## src/rtl/asteroids_pkg.sv

```systemverilog
// Shared entity-word layout, shot constants and sweep FSM state type for the
// asteroids object tables.
package asteroids_pkg;

  localparam int ACTIVE_BIT = 33;
  localparam int LIFE_MSB   = 32;
  localparam int LIFE_LSB   = 30;
  localparam int HEAD_MSB   = 28;
  localparam int HEAD_LSB   = 26;
  localparam int Y_MSB      = 25;
  localparam int Y_LSB      = 16;
  localparam int X_MSB      = 15;
  localparam int X_LSB      = 6;
  localparam int SPRITE_MSB = 5;
  localparam int SPRITE_LSB = 0;

  localparam logic [5:0] SPRITE_SHOT = 6'd2;

  localparam int SCREEN_W = 320;
  localparam int SCREEN_H = 240;

  typedef logic [2:0] heading_t;
  typedef logic [9:0] screen_coord_t;

  typedef enum logic [1:0] {
    ST_IDLE   = 2'd0,
    ST_UPDATE = 2'd1,
    ST_DONE   = 2'd2
  } sweep_state_t;

  // Bit 29 is reserved and always written as zero.
  function automatic logic [33:0] make_shot(input screen_coord_t x,
                                            input screen_coord_t y,
                                            input heading_t      heading,
                                            input logic [2:0]    life);
    return {1'b1, life, 1'b0, heading, y, x, SPRITE_SHOT};
  endfunction

endpackage

```

## src/rtl/shot_table_if.sv

```systemverilog
// Spawn and delete request bundle between the ship/fire logic, the collision
// controller and the shot table.
interface shot_table_if;
  logic       spawn_valid;
  logic       spawn_ready;
  logic [9:0] spawn_x;
  logic [9:0] spawn_y;
  logic [2:0] spawn_heading;
  logic       delete_shot;
  logic [9:0] shot_address;

  modport master (
    output spawn_valid, spawn_x, spawn_y, spawn_heading, delete_shot, shot_address,
    input  spawn_ready
  );

  modport slave (
    input  spawn_valid, spawn_x, spawn_y, spawn_heading, delete_shot, shot_address,
    output spawn_ready
  );
endinterface

```

## src/rtl/shot_velocity_lut.sv

```systemverilog
// Heading to per-frame velocity: cardinals move SHOT_SPEED on one axis,
// diagonals move SHOT_SPEED-1 on both axes. Headings run clockwise from N.
module shot_velocity_lut #(
  parameter int SHOT_SPEED = 4
) (
  input  logic [2:0]        heading_i,
  output logic signed [9:0] vx_o,
  output logic signed [9:0] vy_o
);
  localparam logic signed [9:0] S = 10'(SHOT_SPEED);
  localparam logic signed [9:0] D = 10'(SHOT_SPEED - 1);

  always_comb begin
    vx_o = '0;
    vy_o = '0;
    case (heading_i)
      3'd0: begin vx_o = '0; vy_o = -S; end
      3'd1: begin vx_o =  D; vy_o = -D; end
      3'd2: begin vx_o =  S; vy_o = '0; end
      3'd3: begin vx_o =  D; vy_o =  D; end
      3'd4: begin vx_o = '0; vy_o =  S; end
      3'd5: begin vx_o = -D; vy_o =  D; end
      3'd6: begin vx_o = -S; vy_o = '0; end
      default: begin vx_o = -D; vy_o = -D; end
    endcase
  end
endmodule

```

## src/rtl/shot_table.sv

```systemverilog
// Player shot storage: spawns into the lowest free slot, moves every active
// shot once per frame_tick sweep, and clears slots on delete_shot.
// Optional macro SHOT_LIFETIME_EN: shots auto-expire after SHOT_LIFETIME sweeps.
module shot_table
  import asteroids_pkg::*;
#(
  parameter int MAX_SHOTS     = 3,
  parameter int ENTITY_SIZE   = 34,
  parameter int SHOT_SPEED    = 4,
  parameter int SHOT_LIFETIME = 6
) (
  input  logic                                 clk,
  input  logic                                 reset_n,
  input  logic                                 frame_tick,
  shot_table_if.slave                          bus,
  output logic [MAX_SHOTS*ENTITY_SIZE-1:0]     shots,
  output logic [$clog2(MAX_SHOTS+1)-1:0]       active_count,
  output logic                                 update_done,
  output logic                                 overrun
);
  localparam int IDX_W = (MAX_SHOTS > 1) ? $clog2(MAX_SHOTS) : 1;
  localparam int CNT_W = $clog2(MAX_SHOTS + 1);
  localparam logic [IDX_W-1:0] LAST_IDX = IDX_W'(MAX_SHOTS - 1);

  sweep_state_t           state_q, state_d;
  logic [IDX_W-1:0]       idx_q, idx_d;
  logic [ENTITY_SIZE-1:0] slot_q [MAX_SHOTS];
  logic [ENTITY_SIZE-1:0] slot_d [MAX_SHOTS];
  logic [CNT_W-1:0]       cnt_q, cnt_d;
  logic                   overrun_q, overrun_d;

  logic                   free_found;
  logic [IDX_W-1:0]       free_idx;
  logic                   spawn_fire;
  logic                   del_hit;
  logic [ENTITY_SIZE-1:0] cur_word, upd_word;
  logic signed [9:0]      vx, vy;

  // Held low during reset so nothing upstream sees a ready before release.
  assign bus.spawn_ready = reset_n && (state_q == ST_IDLE) && free_found;
  assign spawn_fire      = bus.spawn_valid && bus.spawn_ready;
  assign del_hit         = bus.delete_shot && (bus.shot_address < 10'(MAX_SHOTS));

  always_comb begin
    free_found = 1'b0;
    free_idx   = '0;
    for (int i = MAX_SHOTS - 1; i >= 0; i--) begin
      if (!slot_q[i][ACTIVE_BIT]) begin
        free_found = 1'b1;
        free_idx   = IDX_W'(i);
      end
    end
  end

  always_comb begin
    cur_word = '0;
    for (int i = 0; i < MAX_SHOTS; i++) begin
      if (idx_q == IDX_W'(i)) cur_word = slot_q[i];
    end
  end

  shot_velocity_lut #(.SHOT_SPEED(SHOT_SPEED)) u_vel (
    .heading_i (cur_word[HEAD_MSB:HEAD_LSB]),
    .vx_o      (vx),
    .vy_o      (vy)
  );

  // Plain 10-bit wraparound; off-screen results are culled downstream.
  always_comb begin
    upd_word = cur_word;
    upd_word[X_MSB:X_LSB] = cur_word[X_MSB:X_LSB] + $unsigned(vx);
    upd_word[Y_MSB:Y_LSB] = cur_word[Y_MSB:Y_LSB] + $unsigned(vy);
`ifdef SHOT_LIFETIME_EN
    if (cur_word[LIFE_MSB:LIFE_LSB] == 3'd1) begin
      upd_word = '0;
    end else begin
      upd_word[LIFE_MSB:LIFE_LSB] = cur_word[LIFE_MSB:LIFE_LSB] - 3'd1;
    end
`endif
    if (!cur_word[ACTIVE_BIT]) upd_word = cur_word;
  end

  always_comb begin
    state_d   = state_q;
    idx_d     = idx_q;
    slot_d    = slot_q;
    overrun_d = overrun_q | (frame_tick && (state_q != ST_IDLE));
    cnt_d     = '0;

    case (state_q)
      ST_IDLE: begin
        if (frame_tick) begin
          state_d = ST_UPDATE;
          idx_d   = '0;
        end
      end
      ST_UPDATE: begin
        if (idx_q == LAST_IDX) state_d = ST_DONE;
        else                   idx_d   = idx_q + 1'b1;
      end
      ST_DONE:  state_d = ST_IDLE;
      default:  state_d = ST_IDLE;
    endcase

    // Per-slot priority: delete over sweep update over spawn.
    for (int i = 0; i < MAX_SHOTS; i++) begin
      if (spawn_fire && (free_idx == IDX_W'(i))) begin
        slot_d[i] = ENTITY_SIZE'(make_shot(bus.spawn_x, bus.spawn_y,
                                           bus.spawn_heading, 3'(SHOT_LIFETIME)));
      end
      if ((state_q == ST_UPDATE) && (idx_q == IDX_W'(i))) slot_d[i] = upd_word;
      if (del_hit && (bus.shot_address == 10'(i)))        slot_d[i] = '0;
    end

    for (int i = 0; i < MAX_SHOTS; i++) begin
      cnt_d = cnt_d + CNT_W'(slot_d[i][ACTIVE_BIT]);
    end
  end

  always_ff @(posedge clk) begin
    if (!reset_n) begin
      state_q   <= ST_IDLE;
      idx_q     <= '0;
      cnt_q     <= '0;
      overrun_q <= 1'b0;
      for (int i = 0; i < MAX_SHOTS; i++) slot_q[i] <= '0;
    end else begin
      state_q   <= state_d;
      idx_q     <= idx_d;
      cnt_q     <= cnt_d;
      overrun_q <= overrun_d;
      for (int i = 0; i < MAX_SHOTS; i++) slot_q[i] <= slot_d[i];
    end
  end

  for (genvar g = 0; g < MAX_SHOTS; g++) begin : g_pack
    assign shots[g*ENTITY_SIZE +: ENTITY_SIZE] = slot_q[g];
  end

  assign active_count = cnt_q;
  assign update_done  = (state_q == ST_DONE);
  assign overrun      = overrun_q;

endmodule

```

## src/flat_wrapper.sv

```systemverilog
// flat-port wrapper written by rule: the top's interface ports become plain ports
module shot_table_flat import asteroids_pkg::*;
#(
  parameter int MAX_SHOTS     = 3,
  parameter int ENTITY_SIZE   = 34,
  parameter int SHOT_SPEED    = 4,
  parameter int SHOT_LIFETIME = 6
)
  (clk, reset_n, frame_tick, shots, active_count, update_done, overrun, bus_spawn_valid, bus_spawn_x, bus_spawn_y, bus_spawn_heading, bus_delete_shot, bus_shot_address, bus_spawn_ready);
  shot_table_if bus_i ();
  input  logic clk;
  input  logic reset_n;
  input  logic frame_tick;
  output logic [MAX_SHOTS*ENTITY_SIZE-1:0] shots;
  output logic [$clog2(MAX_SHOTS+1)-1:0] active_count;
  output logic update_done;
  output logic overrun;
  input wire logic [$bits(bus_i.spawn_valid)-1:0] bus_spawn_valid;
  input wire logic [$bits(bus_i.spawn_x)-1:0] bus_spawn_x;
  input wire logic [$bits(bus_i.spawn_y)-1:0] bus_spawn_y;
  input wire logic [$bits(bus_i.spawn_heading)-1:0] bus_spawn_heading;
  input wire logic [$bits(bus_i.delete_shot)-1:0] bus_delete_shot;
  input wire logic [$bits(bus_i.shot_address)-1:0] bus_shot_address;
  output wire logic [$bits(bus_i.spawn_ready)-1:0] bus_spawn_ready;
  assign bus_i.spawn_valid = bus_spawn_valid;
  assign bus_i.spawn_x = bus_spawn_x;
  assign bus_i.spawn_y = bus_spawn_y;
  assign bus_i.spawn_heading = bus_spawn_heading;
  assign bus_i.delete_shot = bus_delete_shot;
  assign bus_i.shot_address = bus_shot_address;
  assign bus_spawn_ready = bus_i.spawn_ready;
  shot_table #(.MAX_SHOTS(MAX_SHOTS), .ENTITY_SIZE(ENTITY_SIZE), .SHOT_SPEED(SHOT_SPEED), .SHOT_LIFETIME(SHOT_LIFETIME)) u_core (.clk(clk), .reset_n(reset_n), .frame_tick(frame_tick), .bus(bus_i), .shots(shots), .active_count(active_count), .update_done(update_done), .overrun(overrun));
endmodule
```

## config.mk

```make
export PLATFORM = sky130hd
export DESIGN_NAME = shot_table_flat
export DESIGN_NICKNAME = d
export VERILOG_FILES = /design/src/rtl/asteroids_pkg.sv /design/src/rtl/shot_table_if.sv /design/src/rtl/shot_velocity_lut.sv /design/src/rtl/shot_table.sv /design/src/flat_wrapper.sv
export SDC_FILE = /design/constraint.sdc
export NUM_CORES = 1
export LEC_CHECK = 0
export ABC_AREA = 1
export ABC_CLOCK_PERIOD_IN_PS = 6750
export CAP_MARGIN = 20
export CORE_MARGIN = 1.5
export CORE_UTILIZATION = 55
export DETAILED_ROUTE_END_ITERATION = 12
export PLACE_DENSITY = 0.88
export SLEW_MARGIN = 20
export SYNTH_ARGS = -nofsm -noshare
export SYNTH_HDL_FRONTEND = slang
export SYNTH_HIERARCHICAL = 1
export SYNTH_SLANG_ARGS = --single-unit
```

## constraint.sdc

```tcl
create_clock -name clk -period 6.75 [get_ports clk]
set_input_delay 1.35 -clock clk [delete_from_list [all_inputs] [get_ports clk]]
set_output_delay 1.35 -clock clk [all_outputs]
set_load 0.01 [all_outputs]
```

==> results_dict.tcl, run 1 <==
set metrics [dict create \
    path_cells "inv_1, ha_2, inv_2, nand2_1, inv_2, a22oi_1, o21ai_0, nor2_1, nor2_1, ha_1, a21oi_1, nand2_1, xor2_1, o21ai_0, nor2_1, nor2_1, nor2_1" \
    worstHoldPathCells 2 \
    grt_pass1_vias 7670 \
    numCtsBuffers 9 \
    worst_ep_required_time_ns 6.99 \
    dp.cells 1409 \
    irDropWorstVdd_mv 0.117 \
    synthesis.nets 1217 \
    critical-path-slowest-cell "o21ai_0" \
    die_y_um 118 \
    antenna_found_initial 0 \
    reg2reg_to "u_core/shots[54]" \
    worst-setup-path-type "reg -> reg" \
    setup_viol 0 \
    syn_area_um2 7330 \
    grt_use_total_pct 33.6 \
    slowest_delay_ns 0.80 \
    synth_compound_area_share_pct 11.9 \
    slew_viol_final 0 \
    min_path_type "reg -> reg" \
    fin_cells 1424 \
    seq_area_um2 2180 \
    post-route-min-period_ns 4.64 \
    post-route-drc-count 0 \
    holdPathEnd "u_core/shots[73]" \
    io_buffers 144 \
    wire_per_inst_um 17.0 \
    post_cts_buffers 0 \
    netlist_instances 1155 \
    setup_slack_ns 2.11 \
    yosysWarnings 6 \
    n_antenna_cell 0 \
    synth_ff_type "dfxtp_1" \
    r2r_slack_ns 2.11 \
    cp_common_cell "nor2_1" \
    start_kind "register" \
    muxShareOfSynthArea_pct 0 \
    timing_worst_slew_pin_value_ns 1.14 \
    cts_hold_buf 0 \
    dr.pass1.iters 6 \
    cts_resized 0 \
    leakage_nw 4.11 \
    async_reset_ff_share_pct 0 \
    insertion_delay_ns 0.36 \
    grt_pass1_wl_um 38100 \
    syn_area_per_cell_um2 6.34 \
    rows 41 \
    core_um2 12800 \
    fin_worst_skew_ns 0.0113 \
    cts_num_sinks 109 \
    synth_edf_count 0 \
    overflow 0 \
    relSlewSlack_pct 24.2 \
    vias_per_cell 5.87 \
    clock-root-buffer "clkbuf_16" \
    multi_input_area_um2 4230 \
    tritoncts "yes" \
    drtAntennaViolNets 0 \
    cp-end-kind "register" \
    area_growth_pct 21.9 \
    fin_tns_setup_ns 0 \
    r2r-start "u_core/idx_q[1]" \
    synthSimpleGateAreaFrac_pct 40.6 \
    dp_hpwl_um 15900 \
    drt_iter0_drc 929 \
    pin_count 145 \
    die_area_um2 14000 \
    initial_core_util_pct 57.1 \
    ys_types 44 \
    synthAdderAreaFrac_pct 4.41 \
    place_ws_ns 2.25 \
    clk_pin_slew_ns 0.07 \
    clk_path_buf_depth 2 \
    synth_top_family_by_area "simple AND/OR/NAND/NOR gates" \
    worstRegToRegCells 17 \
    layout-drive-gt1-share_pct 6.15 \
    htreeDepth 3 \
    routabilityCongestion 0.948 \
    routed_wl_um 24200 \
    ys_ff_latch 109 \
    synth_seq_area_share_pct 29.8 \
    p_per_area_nw_per_um2 191 \
    cap_violations 0 \
    rsz0062_at_grt "false" \
    final_nets 1310 \
    status "complete, no violations" \
    hp-start "u_core/shots[73]" \
    vias 8364 \
    fillCellCount 1123 \
    dieWidth_um 118 \
    fmax_ghz 0.216 \
    grt_max_degree 53 \
    finalHoldViolCount 0 \
    critical_path_peak_fanout 24 \
    arrival_ns 4.87 \
    synthXorXnorAreaFrac_pct 0.717 \
    period_share_pct 68.7 \
]
-- sequential cells by signal, summed over array words and instances, names as in the netlist --
register and cells:
u_core/overrun 1, u_core/idx_q 2, u_core/active_count 2, u_core/shots 102, u_core/state_q 2
-- through the flow --
| step | utilization (%) | area [µm²] | hold WS, ns | power, mW |
|---|---|---|---|---|
| after floorplan | - | 7330 | 0.454 | 1.05 |
| after global placement | 67.6 | 8660 | 0.465 | 1.20 |
| after detailed placement | 67.6 | 8660 | 0.469 | 1.20 |
| after CTS | 69.6 | 8930 | 0.480 | 1.69 |
| after global routing | 69.6 | 8930 | 0.504 | 1.79 |
| final | 69.6 | 8930 | 0.476 | 1.71 |
-- Yosys cell counts (6+ instances only) --
library cell	instances	share of area [%]
a21oi_1	74	5.1
a31oi_1	14	1.2
buf_1	8	0.41
buf_2	17	1.2
buf_4	14	1.4
buf_6	10	1.5
clkbuf_1	29	1.5
dfxtp_1	109	30
ha_1	21	3.6
inv_1	117	6.0
inv_2	8	0.41
nand2_1	283	15
nand3_1	195	13
nand4_1	39	3.3
nor2_1	110	5.6
nor2_2	6	0.51
o21ai_0	21	1.4
o21ai_2	8	0.96
o22ai_1	17	1.5
-- report_power, final --
| part | total [mW] | switching, mW | internal [mW] | leakage (nW) |
|---|---|---|---|---|
| Sequential | 0.695 | 0.0245 | 0.670 | 0.883 |
| Combinational | 0.516 | 0.335 | 0.181 | 3.09 |
| Clock | 0.498 | 0.247 | 0.251 | 0.133 |
-- how the worst max path moves through the flow --
stage                          from                to  slack, ns  depth (start not counted)
global route        u_core/idx_q[1]  u_core/shots[20]       1.74                         17
CTS                 u_core/idx_q[1]  u_core/shots[54]       2.21                         17
finish              u_core/idx_q[1]  u_core/shots[54]       2.11                         17
floorplan                   reset_n   bus_spawn_ready       3.14                          5
global placement    u_core/idx_q[1]  u_core/shots[20]       2.35                         17
detailed placement  u_core/idx_q[1]  u_core/shots[54]       2.25                         17
-- cell usage in the layout, fill, tap and decap left out, types with 5 or more instances in the layout --
master,count
nor2_2,6
nand2_1,283
a21oi_1,74
o22ai_1,17
or2_2,5
inv_1,117
inv_2,8
o21ai_0,21
o21ai_2,8
nand3_1,195
ha_1,20
nor3_1,5
a31oi_1,14
clkbuf_16,9
dfxtp_1,109
buf_4,16
nand4_1,39
clkdlybuf4s50_1,144
nor2_1,110
-- cell families (layout without fill, tap and decap cells) --
group / Yosys count / after routing
AOI/OAI and AO/OA: 150 / 150
xor gates and xnor gates: 6 / 6
adders and majority gates: 24 / 24
buffers and inverters: 205 / 302
DFF: 109 / 109
and+or+nand+nor: 661 / 661
-- worst max-delay path, delay by kind of cell (launching register included) --
kind	cells	cell delay (ns)
AOI/OAI and AO/OA	4	1.40
and+or+nand+nor	7	1.27
adders and majority gates	2	0.75
buffers and inverters	3	0.57
DFF	1	0.35
xor gates and xnor gates	1	0.15
-- routing by layer --
metal / up-vias / global-route usage [%] / wire [µm]
met4: 0 / 14.4 / 963
met5: - / 0 / 0
met3: 105 / 7.09 / 2670
met1: 3684 / 44.3 / 9820
li1: 3992 / - / -
met2: 583 / 53.2 / 10700
-- cell type report --
class	count	area share (%)
Multi-Input combinational cell	841	47.3
Sequential cell	109	24.4
Tap cell	172	2.41
Clock buffer	10	2.56
Timing Repair Buffer	160	17.5
Clock inverter	5	0.406
Inverter	127	5.37
No activity file was read; power rests on OpenSTA's default activity.
==> run 2, diff against run 1 <==
--- a/config.mk
+++ b/config.mk
@@ -6,12 +6,12 @@
 export NUM_CORES = 1
 export LEC_CHECK = 0
 export ABC_AREA = 1
-export ABC_CLOCK_PERIOD_IN_PS = 6750
+export ABC_CLOCK_PERIOD_IN_PS = 3990
 export CAP_MARGIN = 20
 export CORE_MARGIN = 1.5
-export CORE_UTILIZATION = 55
+export CORE_UTILIZATION = 48
 export DETAILED_ROUTE_END_ITERATION = 12
-export PLACE_DENSITY = 0.88
+export PLACE_DENSITY = 0.82
 export SLEW_MARGIN = 20
 export SYNTH_ARGS = -nofsm -noshare
 export SYNTH_HDL_FRONTEND = slang
==> constraint.sdc (replaced) <==
create_clock -name clk -period 3.99 [get_ports clk]
set_input_delay 0.798 -clock clk [delete_from_list [all_inputs] [get_ports clk]]
set_output_delay 0.798 -clock clk [all_outputs]
set_load 0.01 [all_outputs]
==> results_dict.tcl, run 2 (synthesized netlist as in run 1, its figures left out) <==
set metrics [dict create \
    wire_per_inst_um 17.2 \
    tritoncts "yes" \
    cp_common_cell "nor2_1" \
    start_kind "register" \
    layout-drive-gt1-share_pct 7.12 \
    critical-path-slowest-cell "buf_4" \
    cts_num_sinks 109 \
    die_area_um2 16000 \
    drtAntennaViolNets 0 \
    final_common_cell "nand2_1" \
    routabilityCongestion 0.945 \
    antenna_found_initial 0 \
    dp_hpwl_um 16600 \
    overflow 0 \
    critical_path_peak_fanout 52 \
    holdPathEnd "u_core/shots[72]" \
    p_comb_share_pct 28.9 \
    core_um2 14700 \
    setup_slack_ns 0.453 \
    rsz0062_at_grt "false" \
    place_ws_ns 0.577 \
    finalHoldViolCount 0 \
    period_share_pct 88.6 \
    seq_area_um2 2180 \
    cap_violations 0 \
    numCtsBuffers 9 \
    drt_iter0_drc 902 \
    cts_hold_buf 0 \
    worstRegToRegCells 16 \
    post_cts_buffers 0 \
    fin_tns_setup_ns 0 \
    dp.cells 1432 \
    grt_pass1_wl_um 39200 \
    largest_reg_flops 102 \
    status "complete, no violations" \
    irDropWorstVdd_mv 0.217 \
    p_clk_share_pct 32.6 \
    fin_worst_skew_ns 0.0154 \
    setup_viol 0 \
    n_antenna_cell 0 \
    pin_count 145 \
    initial_core_util_pct 49.8 \
    fillCellCount 1292 \
    rows 44 \
    fmax_ghz 0.283 \
    cts_resized 0 \
    worst_ep_required_time_ns 4.24 \
    vias 8519 \
    dr.pass1.iters 6 \
    r2r-start "u_core/idx_q[0]" \
    arrival_ns 3.78 \
    reg2reg_to "u_core/shots[20]" \
    cp-end-kind "register" \
    slowest_delay_ns 0.51 \
    hp-start "u_core/shots[72]" \
    clock-root-buffer "clkbuf_16" \
    fin_cells 1448 \
    routed_wl_um 24800 \
    post-route-min-period_ns 3.54 \
    clk_path_buf_depth 2 \
    area_growth_pct 24.0 \
    htreeDepth 3 \
    post-route-drc-count 0 \
    clk_pin_slew_ns 0.09 \
    vias_per_cell 5.88 \
    relSlewSlack_pct 43.3 \
    intPower_mw 1.96 \
    dieWidth_um 127 \
    min_path_type "reg -> reg" \
    path_cells "inv_1, ha_1, inv_2, buf_4, nand2_1, o22ai_1, inv_1, ha_1, fa_1, nand3_1, nand2_1, xor2_1, o21ai_0, nor2_1, nor2_1, nor2_1" \
    worstHoldPathCells 2 \
    worst-setup-path-type "reg -> reg" \
    pwr-share-seq_pct 38.5 \
    slew_viol_final 0 \
    switching_power_mw 1.09 \
    grt_use_total_pct 30.6 \
    grt_max_degree 53 \
    grt_pass1_vias 7877 \
    r2r_slack_ns 0.45 \
    die_y_um 127 \
    leakage_nw 4.19 \
    timing_worst_slew_pin_value_ns 0.847 \
    final_nets 1321 \
    p_per_area_nw_per_um2 336 \
    fin_hold_ws_ns 0.500 \
    io_buffers 144 \
    layout_common_cells "nand2_1 (283), nand3_1 (195), clkdlybuf4s50_1 (144)" \
    p_sw_share_pct 35.9 \
    multi_input_area_um2 4230 \
    insertion_delay_ns 0.38 \
]
==> run 2: area by class of cell <==
class	count	share of cell area, %
Inverter	127	5.28
Clock inverter	7	1.05
Tap cell	184	2.54
Clock buffer	9	2.48
Timing Repair Buffer	171	18.1
Multi-Input combinational cell	841	46.5
Sequential cell	109	24.0
==> run 2: per-stage QoR <==
stage                     util (%)  cell area (µm²)  total power, mW
after floorplan                  -             7330             1.77
after global placement        59.6             8760             2.04
after detailed placement      59.6             8760             2.06
after CTS                     61.8             9080             3.03
after global routing          61.8             9080             3.18
final                         61.8             9080             3.05
==> run 2: power groups by stage <==
stage	Sequential, mW	Combinational, mW	Clock, mW
2_1_floorplan	1.21	0.560	0
3_3_place_gp	1.20	0.840	0
3_5_place_dp	1.20	0.855	0
4_1_cts	1.17	0.862	0.997
5_1_grt	1.18	0.967	1.03
6_report	1.18	0.882	0.993
==> run 2: worst max-delay path by stage <==
stage,from,end,depth (start not counted)
final,u_core/idx_q[0],u_core/shots[20],16
after global routing,u_core/idx_q[1],u_core/shots[20],22
after CTS,u_core/idx_q[0],u_core/shots[20],18
after detailed placement,u_core/idx_q[1],u_core/shots[20],22
after global placement,u_core/idx_q[0],u_core/shots[54],16
after floorplan,u_core/idx_q[1],u_core/shots[20],18
==> run 2: metal layers <==
metal | track usage (%) | up-vias | part of all wire (%)
li1 | - | 4009 | -
met1 | 39.6 | 3836 | 40
met2 | 48.5 | 577 | 44
met3 | 6.37 | 97 | 12
met4 | 15.3 | 0 | 4.1
met5 | 0 | - | 0
==> run 2: worst max-delay path, delay by kind of cell (launching register included) <==
kind / cells / cell delay [ns]
fa+ha+maj: 3 / 1.00
buf+inv: 4 / 0.75
simple gates: 6 / 0.57
compound gates: 2 / 0.52
flops: 1 / 0.40
xor+xnor: 1 / 0.16
==> run 3, diff against run 2 <==
--- a/config.mk
+++ b/config.mk
@@ -8,6 +8,7 @@
 export ABC_AREA = 1
 export ABC_CLOCK_PERIOD_IN_PS = 3990
 export CAP_MARGIN = 20
+export CORE_ASPECT_RATIO = 1.1
 export CORE_MARGIN = 1.5
 export CORE_UTILIZATION = 48
 export DETAILED_ROUTE_END_ITERATION = 12
==> results_dict.tcl, run 3 (synthesized netlist as in run 1, its figures left out) <==
set metrics [dict create \
    pin_count 145 \
    fillCellCount 1414 \
    fmax_ghz 0.297 \
    grt_use_total_pct 30.8 \
    arrival_ns 3.61 \
    io_buffers 144 \
    r2r-start "u_core/idx_q[1]" \
    cp_common_cell "nand2_1" \
    slew_viol_final 0 \
    finalHoldViolCount 0 \
    routed_wl_um 25100 \
    drt_iter0_drc 1086 \
    cts_num_sinks 109 \
    p_per_area_nw_per_um2 330 \
    timing_worst_slew_pin_value_ns 0.748 \
    drtAntennaViolNets 0 \
    cap_violations 0 \
    routabilityCongestion 0.934 \
    leakage_nw 4.19 \
    largest_reg_flops 102 \
    dp.cells 1446 \
    die_area_um2 16000 \
    cts_hold_buf 0 \
    n_antenna_cell 0 \
    fin_util_pct 60.7 \
    postPlaceCellArea_um2 8790 \
    worst_ep_required_time_ns 4.23 \
    core_um2 15000 \
    vias 8472 \
    clk_path_buf_depth 2 \
    layout-drive-gt1-share_pct 7.27 \
    fin_cells 1462 \
    relSlewSlack_pct 50.1 \
    fin_tns_setup_ns 0 \
    grt_pass1_wl_um 39600 \
    vias_per_cell 5.79 \
    cts_resized 0 \
    reg2reg_to "u_core/shots[53]" \
    clk_pin_slew_ns 0.09 \
    overflow 0 \
    status "complete, no violations" \
    grt_pass1_vias 7870 \
    worstHoldPathCells 2 \
    period_share_pct 84.4 \
    grt_max_degree 41 \
    start_kind "register" \
    irDropWorstVdd_mv 0.212 \
    dieWidth_um 121 \
    hp-start "u_core/shots[72]" \
    rows 47 \
    dr.pass1.iters 7 \
    setup_viol 0 \
    cp-end-kind "register" \
    numCtsBuffers 9 \
    final_nets 1323 \
    post_cts_buffers 0 \
    holdPathEnd "u_core/shots[72]" \
    clock-root-buffer "clkbuf_16" \
    post-route-drc-count 0 \
    area_growth_pct 24.3 \
    path_cells "inv_1, ha_2, inv_2, nand2_1, inv_2, nand2_1, nand2_1, o21ai_0, inv_1, nand3_1, nand2_2, nor2_2, ha_1, nand2_1, nand3_1, xor2_1, o21ai_0, nor2_1, nor2_1, nor2_1" \
    initial_core_util_pct 48.9 \
    worstRegToRegCells 20 \
    fin_worst_skew_ns 0.0150 \
    final_common_cell "nand2_1" \
    layout_common_cells "nand2_1 (283), nand3_1 (195), clkdlybuf4s50_1 (144)" \
    die_y_um 133 \
    worst-setup-path-type "reg -> reg" \
    min_path_type "reg -> reg" \
    critical-path-slowest-cell "ha_1" \
    tritoncts "yes" \
    wire_per_inst_um 17.2 \
    fin_area_um2 9110 \
    dp_hpwl_um 16900 \
    post-route-min-period_ns 3.37 \
    slowest_delay_ns 0.36 \
    antenna_found_initial 0 \
    rsz0062_at_grt "false" \
    insertion_delay_ns 0.37 \
    htreeDepth 3 \
    critical_path_peak_fanout 14 \
    r2r_slack_ns 0.62 \
]
-- run 3: power breakdown --
part / switching [mW] / internal (mW) / total [mW]
clock: 0.479 / 0.466 / 0.945
sequential: 0.0431 / 1.13 / 1.18
combinational: 0.570 / 0.315 / 0.885
-- run 3: critical path, delay by kind of cell, from the launching register on --
| kind | cells | cell delay (ns) |
|---|---|---|
| and+or+nand+nor | 11 | 1.02 |
| buffers and inverters | 4 | 0.62 |
| adders and majority gates | 2 | 0.55 |
| AOI/OAI and AO/OA | 2 | 0.55 |
| DFF | 1 | 0.34 |
| xor gates and xnor gates | 1 | 0.16 |
-- run 3: metal layers --
layer | GRT usage [%] | wire, µm
met5 | 0 | 0
met4 | 11.8 | 742
met3 | 6.03 | 2950
met2 | 49.6 | 11500
met1 | 40.7 | 9990
-- run 3: cell type report --
class | count | area (µm²) | area share [%]
clock buffers | 10 | 239 | 2.62
clock inverters | 6 | 72.6 | 0.797
inverters | 127 | 479 | 5.26
multi-input cells | 841 | 4230 | 46.4
flip-flops and latches | 109 | 2180 | 24.0
well taps | 196 | 245 | 2.69
repair buffers | 173 | 1660 | 18.2
-- run 3: per-stage QoR --
step | hold WS, ns | total power, mW | worst slack (ns)
2_1_floorplan | 0.454 | 1.77 | 0.712
3_3_place_gp | 0.469 | 2.04 | 0.693
3_5_place_dp | 0.468 | 2.06 | 0.625
4_1_cts | 0.481 | 2.98 | 0.665
5_1_grt | 0.514 | 3.13 | 0.305
6_report | 0.482 | 3.01 | 0.624
-- run 3: worst max path at each step --
| stage | start | slack, ns | cells after the start | end |
|---|---|---|---|---|
| 2_1_floorplan | u_core/idx_q[1] | 0.71 | 18 | u_core/shots[20] |
| 3_3_place_gp | reset_n | 0.69 | 11 | u_core/active_count[0] |
| 3_5_place_dp | reset_n | 0.63 | 11 | u_core/active_count[0] |
| 4_1_cts | u_core/idx_q[0] | 0.67 | 20 | u_core/shots[20] |
| 5_1_grt | u_core/idx_q[1] | 0.30 | 22 | u_core/shots[54] |
| 6_report | u_core/idx_q[1] | 0.62 | 20 | u_core/shots[53] |
